==> src/rtl/qam_pkg.sv <==
// ============================================================================
// Module      : qam_pkg
// Description : Shared types and helpers for the QAM symbol packer.
// Revision    : 1.0 - initial release
// ============================================================================
`default_nettype none

package qam_pkg;

    typedef enum logic [0:0] {
        IDLE   = 1'b0,
        IN_PKT = 1'b1
    } packer_state_e;

    function automatic int sym_bits(input int qam_stage);
        return $clog2(qam_stage);
    endfunction

    // Bit offset of a symbol lane inside a packed word.
    function automatic int lane_lsb(input int lane, input int sb);
        return lane * sb;
    endfunction

    function automatic bit widths_legal(input int in_w, input int sb, input int out_w);
        return (sb > 0) && (in_w > 0) && ((in_w % sb) == 0) && ((out_w % in_w) == 0);
    endfunction

endpackage

`default_nettype wire

==> src/rtl/qam_st_hold_reg.sv <==
// ============================================================================
// Module      : qam_st_hold_reg
// Description : Single-entry streaming output register with valid/ready.
// Revision    : 1.0 - initial release
// ============================================================================
`default_nettype none

module qam_st_hold_reg #(
    parameter int WIDTH = 8
) (
    input  logic             clk,
    input  logic             rst,
    input  logic             i_load,
    input  logic [WIDTH-1:0] i_data,
    input  logic             i_ready,
    output logic             o_valid,
    output logic [WIDTH-1:0] o_data,
    output logic             o_load_ready
);

    logic             r_valid;
    logic [WIDTH-1:0] r_data;

    // A new payload may enter when empty or when the held one leaves this cycle.
    assign o_load_ready = !r_valid || i_ready;
    assign o_valid      = r_valid;
    assign o_data       = r_data;

    always_ff @(posedge clk) begin
        if (rst) begin
            r_valid <= 1'b0;
            r_data  <= '0;
        end else if (i_load) begin
            r_valid <= 1'b1;
            r_data  <= i_data;
        end else if (r_valid && i_ready) begin
            r_valid <= 1'b0;
        end
    end

endmodule

`default_nettype wire

==> src/rtl/qam_symbol_packer.sv <==
// ============================================================================
// Module      : qam_symbol_packer
// Description : Packs a byte-wide packet stream into words of QAM symbol lanes.
// Revision    : 1.0 - initial release
// ============================================================================
`default_nettype none

module qam_symbol_packer
    import qam_pkg::*;
#(
    parameter int QAM_STAGE       = 4,
    parameter int PIPELINE_DEEPTH = 16,
    parameter int IN_WIDTH        = 8
) (
    input  logic                                           clock_clk,
    input  logic                                           reset_reset,
    input  logic [IN_WIDTH-1:0]                            asi_in0_data,
    input  logic                                           asi_in0_valid,
    output logic                                           asi_in0_ready,
    input  logic                                           asi_in0_startofpacket,
    input  logic                                           asi_in0_endofpacket,
    output logic [PIPELINE_DEEPTH*sym_bits(QAM_STAGE)-1:0] aso_out0_data,
    output logic                                           aso_out0_valid,
    input  logic                                           aso_out0_ready,
    output logic                                           aso_out0_startofpacket,
    output logic                                           aso_out0_endofpacket,
    output logic [$clog2(PIPELINE_DEEPTH)-1:0]             aso_out0_empty,
    output logic                                           pkt_error
);

    localparam int c_sym_bits = sym_bits(QAM_STAGE);
    localparam int c_out_w    = PIPELINE_DEEPTH * c_sym_bits;
    localparam int c_bpw      = c_out_w / IN_WIDTH;
    localparam int c_spb      = IN_WIDTH / c_sym_bits;
    localparam int c_empty_w  = $clog2(PIPELINE_DEEPTH);
    localparam int c_k_w      = (c_bpw > 1) ? $clog2(c_bpw) : 1;
    localparam int c_pay_w    = c_out_w + 2 + c_empty_w;

    generate
        if (!widths_legal(IN_WIDTH, c_sym_bits, c_out_w)) begin : g_illegal_widths
            $error("qam_symbol_packer: IN_WIDTH must be a multiple of SYM_BITS and divide OUT_W");
        end
    endgenerate

    packer_state_e        r_state, w_state_nxt;
    logic [c_k_w-1:0]     r_k, w_k_nxt, w_k_base;
    logic [c_out_w-1:0]   r_acc, w_acc_nxt, w_word;
    logic                 r_first, w_first_nxt, w_first_base;
    logic                 r_pkt_error;
    logic                 w_accept, w_in_ready, w_load, w_err;
    logic                 w_out_sop, w_out_eop;
    logic [c_empty_w-1:0] w_out_empty;
    logic [c_pay_w-1:0]   w_pay_in, w_pay_out;

    assign w_accept      = asi_in0_valid && w_in_ready;
    assign asi_in0_ready = w_in_ready;
    assign pkt_error     = r_pkt_error;

    always_comb begin
        w_state_nxt  = r_state;
        w_k_nxt      = r_k;
        w_acc_nxt    = r_acc;
        w_first_nxt  = r_first;
        w_k_base     = r_k;
        w_first_base = r_first;
        w_word       = r_acc;
        w_load       = 1'b0;
        w_err        = 1'b0;
        w_out_sop    = 1'b0;
        w_out_eop    = 1'b0;
        w_out_empty  = '0;

        if (w_accept) begin
            if ((r_state == IDLE) && !asi_in0_startofpacket) begin
                // Stray byte outside a packet is consumed and reported.
                w_err = 1'b1;
            end else begin
                if (asi_in0_startofpacket) begin
                    w_err        = (r_state == IN_PKT);
                    w_k_base     = '0;
                    w_first_base = 1'b1;
                    w_word       = '0;
                end
                // Unfilled bytes of the accumulator are always zero, so OR-in suffices.
                w_word = w_word | (c_out_w'(asi_in0_data)
                                   << lane_lsb(int'(w_k_base) * c_spb, c_sym_bits));

                if (asi_in0_endofpacket || (w_k_base == c_k_w'(c_bpw - 1))) begin
                    w_load      = 1'b1;
                    w_out_sop   = w_first_base;
                    w_out_eop   = asi_in0_endofpacket;
                    if (asi_in0_endofpacket) begin
                        w_out_empty = c_empty_w'(PIPELINE_DEEPTH - (int'(w_k_base) + 1) * c_spb);
                    end
                    w_acc_nxt   = '0;
                    w_k_nxt     = '0;
                    w_first_nxt = 1'b0;
                    w_state_nxt = asi_in0_endofpacket ? IDLE : IN_PKT;
                end else begin
                    w_acc_nxt   = w_word;
                    w_k_nxt     = w_k_base + 1'b1;
                    w_first_nxt = w_first_base;
                    w_state_nxt = IN_PKT;
                end
            end
        end
    end

    always_ff @(posedge clock_clk) begin
        if (reset_reset) begin
            r_state     <= IDLE;
            r_k         <= '0;
            r_acc       <= '0;
            r_first     <= 1'b0;
            r_pkt_error <= 1'b0;
        end else begin
            r_state     <= w_state_nxt;
            r_k         <= w_k_nxt;
            r_acc       <= w_acc_nxt;
            r_first     <= w_first_nxt;
            r_pkt_error <= w_err;
        end
    end

    assign w_pay_in = {w_word, w_out_sop, w_out_eop, w_out_empty};
    assign {aso_out0_data, aso_out0_startofpacket, aso_out0_endofpacket, aso_out0_empty} = w_pay_out;

    qam_st_hold_reg #(
        .WIDTH (c_pay_w)
    ) u_hold (
        .clk          (clock_clk),
        .rst          (reset_reset),
        .i_load       (w_load),
        .i_data       (w_pay_in),
        .i_ready      (aso_out0_ready),
        .o_valid      (aso_out0_valid),
        .o_data       (w_pay_out),
        .o_load_ready (w_in_ready)
    );

endmodule

`default_nettype wire

==> config.mk <==
export PLATFORM = sky130hd
export DESIGN_NAME = qam_symbol_packer
export DESIGN_NICKNAME = d
export VERILOG_FILES = /design/src/rtl/qam_pkg.sv /design/src/rtl/qam_st_hold_reg.sv /design/src/rtl/qam_symbol_packer.sv
export SDC_FILE = /design/constraint.sdc
export NUM_CORES = 1
export LEC_CHECK = 0
export ABC_AREA = 1
export CORE_ASPECT_RATIO = 1.25
export CORE_MARGIN = 2
export CORE_UTILIZATION = 25
export CTS_CLUSTER_DIAMETER = 40
export DETAILED_ROUTE_END_ITERATION = 10
export GPL_TIMING_DRIVEN = 0
export HOLD_SLACK_MARGIN = 0.08
export PLACE_DENSITY = 0.5
export SLEW_MARGIN = 20
export SYNTH_ARGS = -nofsm -noshare
export SYNTH_HDL_FRONTEND = slang
export SYNTH_HIERARCHICAL = 1
export SYNTH_SLANG_ARGS = --single-unit
==> constraint.sdc <==
create_clock -name clock_clk -period 2.52 [get_ports clock_clk]
set_input_delay 0.378 -clock clock_clk [delete_from_list [all_inputs] [get_ports clock_clk]]
set_output_delay 0.378 -clock clock_clk [all_outputs]
set_load 0.02 [all_outputs]
==> flow_metrics.env <==
export IMPL_reg2reg_depth=11
export IMPL_min_from="r_state"
export IMPL_synth_xor_area_share_pct=0
export IMPL_synthMuxAreaShare_pct=0
export IMPL_coreArea_um2=12200
export IMPL_clk_path_buf_depth=2
export IMPL_yosysWarnings=6
export IMPL_dr_total_vias=2670
export IMPL_worst_ep_arrival_time_ns=2.39
export IMPL_grt_pass1_wl_mm=13.0
export IMPL_seqPwrFrac_pct=43.9
export IMPL_drive_above_1_share_pct=10.4
export IMPL_report_final_setup_viol=0
export IMPL_tritoncts="built"
export IMPL_die_h_um=129
export IMPL_synth_top_family_by_area="simple AND/OR/NAND/NOR gates"
export IMPL_postCtsResizedCells=0
export IMPL_worstSkewPairLatency_ns=0.33
export IMPL_peakVddDrop_v=0.000244
export IMPL_grt_pass1_vias=2677
export IMPL_cp_data_required_time_ns=2.74
export IMPL_globalRouteOverflowTotal=0
export IMPL_wl_per_cell_um=11.7
export IMPL_synth_compound_area_share_pct=7.58
export IMPL_met2_length_mm=3.63
export IMPL_ant_nets=0
export IMPL_cts_root_buf="clkbuf_16"
export IMPL_final_max_slew_viol_count=0
export IMPL_cts_htree_levels=3
export IMPL_power_density_nw_per_um2=696
export IMPL_n_fill_cell=1293
export IMPL_r2r_slack_ns=0.71
export IMPL_clk_pin_slew_ns=0.06
export IMPL_grt_usage_pct=12.3
export IMPL_cp_endpoint="u_hold/o_data[27]"
export IMPL_avgSynthCellArea_um2=7.12
export IMPL_min_path_type="register to register"
export IMPL_cts_setup_buffers=0
export IMPL_firstDrtPassIters=4
export IMPL_synth_edf_count=0
export IMPL_synth_simple_gate_area_share_pct=31.9
export IMPL_ys_async_sr_fraction_pct=0
export IMPL_layout_setup_ws_ns=0.350
export IMPL_grt_setup_unrepaired="no"
export IMPL_ioPinCount=55
export IMPL_worstSetupEndpointType="register"
export IMPL_final_cell_mix="127 x nand2_1, 94 x nor2_1, 76 x dfxtp_1"
export IMPL_dieArea_um2=13500
export IMPL_p_leak_nw=2.13
export IMPL_start_util_pct=25.7
export IMPL_worst_setup_path_start_kind="input pin"
export IMPL_synth_seq_cells=76
export IMPL_status="finished, final reports clean"
export IMPL_internal_power_mw=2.21
export IMPL_clkPwrFrac_pct=43.8
export IMPL_crit_fanout=10
export IMPL_portBuffers=54
export IMPL_final_area_um2=4180
export IMPL_r2r_start="u_hold/o_valid"
export IMPL_dr_wl_met3_um=332
export IMPL_fmax_mhz=461
export IMPL_finalHoldViolCount=0
export IMPL_ys_types=25
export IMPL_grt_max_degree=12
export IMPL_cts_buffers=9
export IMPL_r2r_end="u_hold/o_data[27]"
export IMPL_die_x_um=104
export IMPL_synth_main_ff_cell="dfxtp_1"
export IMPL_cap_violations=0
export IMPL_cp_startpoint="asi_in0_startofpacket"
export IMPL_yosys_area_share_adder_pct=0.399
export IMPL_place_ws_ns=-0.00484
export IMPL_multi_input_area_um2=1260
export IMPL_switching_share_pct=24.0
export IMPL_top_layer_used="met4"
export IMPL_drtIter0Drc=69
export IMPL_p_sw_uw=696
export IMPL_avgViaCountPerCell=3.97
export IMPL_synth_area_um2=3130
export IMPL_synthCells=440
export IMPL_seqCellArea_um2=1520
export IMPL_crit_type="input pin to register"
export IMPL_globalplace_congestion=0.829
export IMPL_comb_power_share_pct=12.3
export IMPL_final_common_cell="nand2_1"
export IMPL_min_period_ns=2.17
export IMPL_placed_area_um2=3880
export IMPL_clock_sinks=76
export IMPL_finalCritPeriodShare_pct=86.1
export IMPL_ys_seq_area_share_pct=48.5
export IMPL_cts_hold_buf=0
export IMPL_nNetsFinal=521
export IMPL_area_growth_pct=33.2
export IMPL_clock_skew_ns=0.00600
export IMPL_wirelength_mm=7.88
export IMPL_drc_errors=0
export IMPL_antenna_found_initial=0
export IMPL_final_util_pct=34.2
export IMPL_hpwl_mm=5.93
export IMPL_antenna_diode_count=0
export IMPL_met1_length_mm=3.70
export IMPL_rows=45
[worst min path at each step]
stage | to | slack [ns] | cells after the start
floorplan | u_hold/o_valid | 0.44 | 1
global placement | r_state | 0.46 | 2
detailed placement | r_state | 0.46 | 2
CTS | r_state | 0.48 | 2
global route | u_hold/o_data[25] | 0.51 | 2
finish | r_state | 0.48 | 2
[stage by stage]
step	instances	power [mW]	setup TNS [ns]	hold slack (ns)
after floorplan	441	1.51	0	0.440
after global placement	659	1.66	0	0.465
after detailed placement	659	1.66	-0.00524	0.463
after CTS	673	2.96	0	0.477
after global routing	673	3.05	0	0.509
final	673	2.91	0	0.477
[logic make-up after synthesis]
family,after synthesis
flops,76
simple gates,245
buf+inv,73
other cells,1
fa+ha+maj,1
compound gates,44
[power by group through the flow]
stage | combinational (mW) | clock (mW) | sequential, mW
after global placement | 0.360 | 0 | 1.30
final | 0.358 | 1.27 | 1.28
after detailed placement | 0.362 | 0 | 1.30
after CTS | 0.364 | 1.32 | 1.28
after global routing | 0.394 | 1.37 | 1.28
after floorplan | 0.162 | 0 | 1.35
[critical path, stage by stage]
cell,delay (ns)
clkdlybuf4s50_1,0.58
inv_2,0.10
ha_1,0.25
nor2_4,0.19
nand2_1,0.12
inv_1,0.12
buf_6,0.17
inv_4,0.04
buf_6,0.14
buf_6,0.14
nor2_1,0.10
nor2_1,0.06
[sequential cells by signal, indices dropped and copies added, names as in the netlist]
signal	cells
r_state	1
r_acc	32
r_first	1
u_hold/o_valid	1
u_hold/o_data	38
r_k	2
pkt_error	1
[synth_stat cells, types with 3 or more instances]
master	count	area (µm²)
buf_2	4	20.0
buf_6	9	101
clkbuf_1	3	11.3
dfxtp_1	76	1520
inv_1	51	191
nand2_1	127	477
nand2_2	12	75.1
nor2_1	94	353
nor2_2	3	18.8
nor2_4	3	33.8
nor3_1	3	15.0
o21ai_0	37	185
[per-layer routing]
layer,up-vias,track usage (%)
met3,16,3.87
met1,1168,14.2
met5,-,0
li1,1441,-
met4,0,5.72
met2,45,21.0
[cell type report]
type                            count  share of cell area (%)
Sequential cell                    76                    36.4
Multi-Input combinational cell    292                    30.1
Timing Repair Buffer               54                    12.9
Clock buffer                       12                    6.14
Tap cell                          164                    4.91
Inverter                           53                    4.82
Buffer                             20                    3.78
Clock inverter                      2                   0.839
Power figures use the tool's default switching activity.
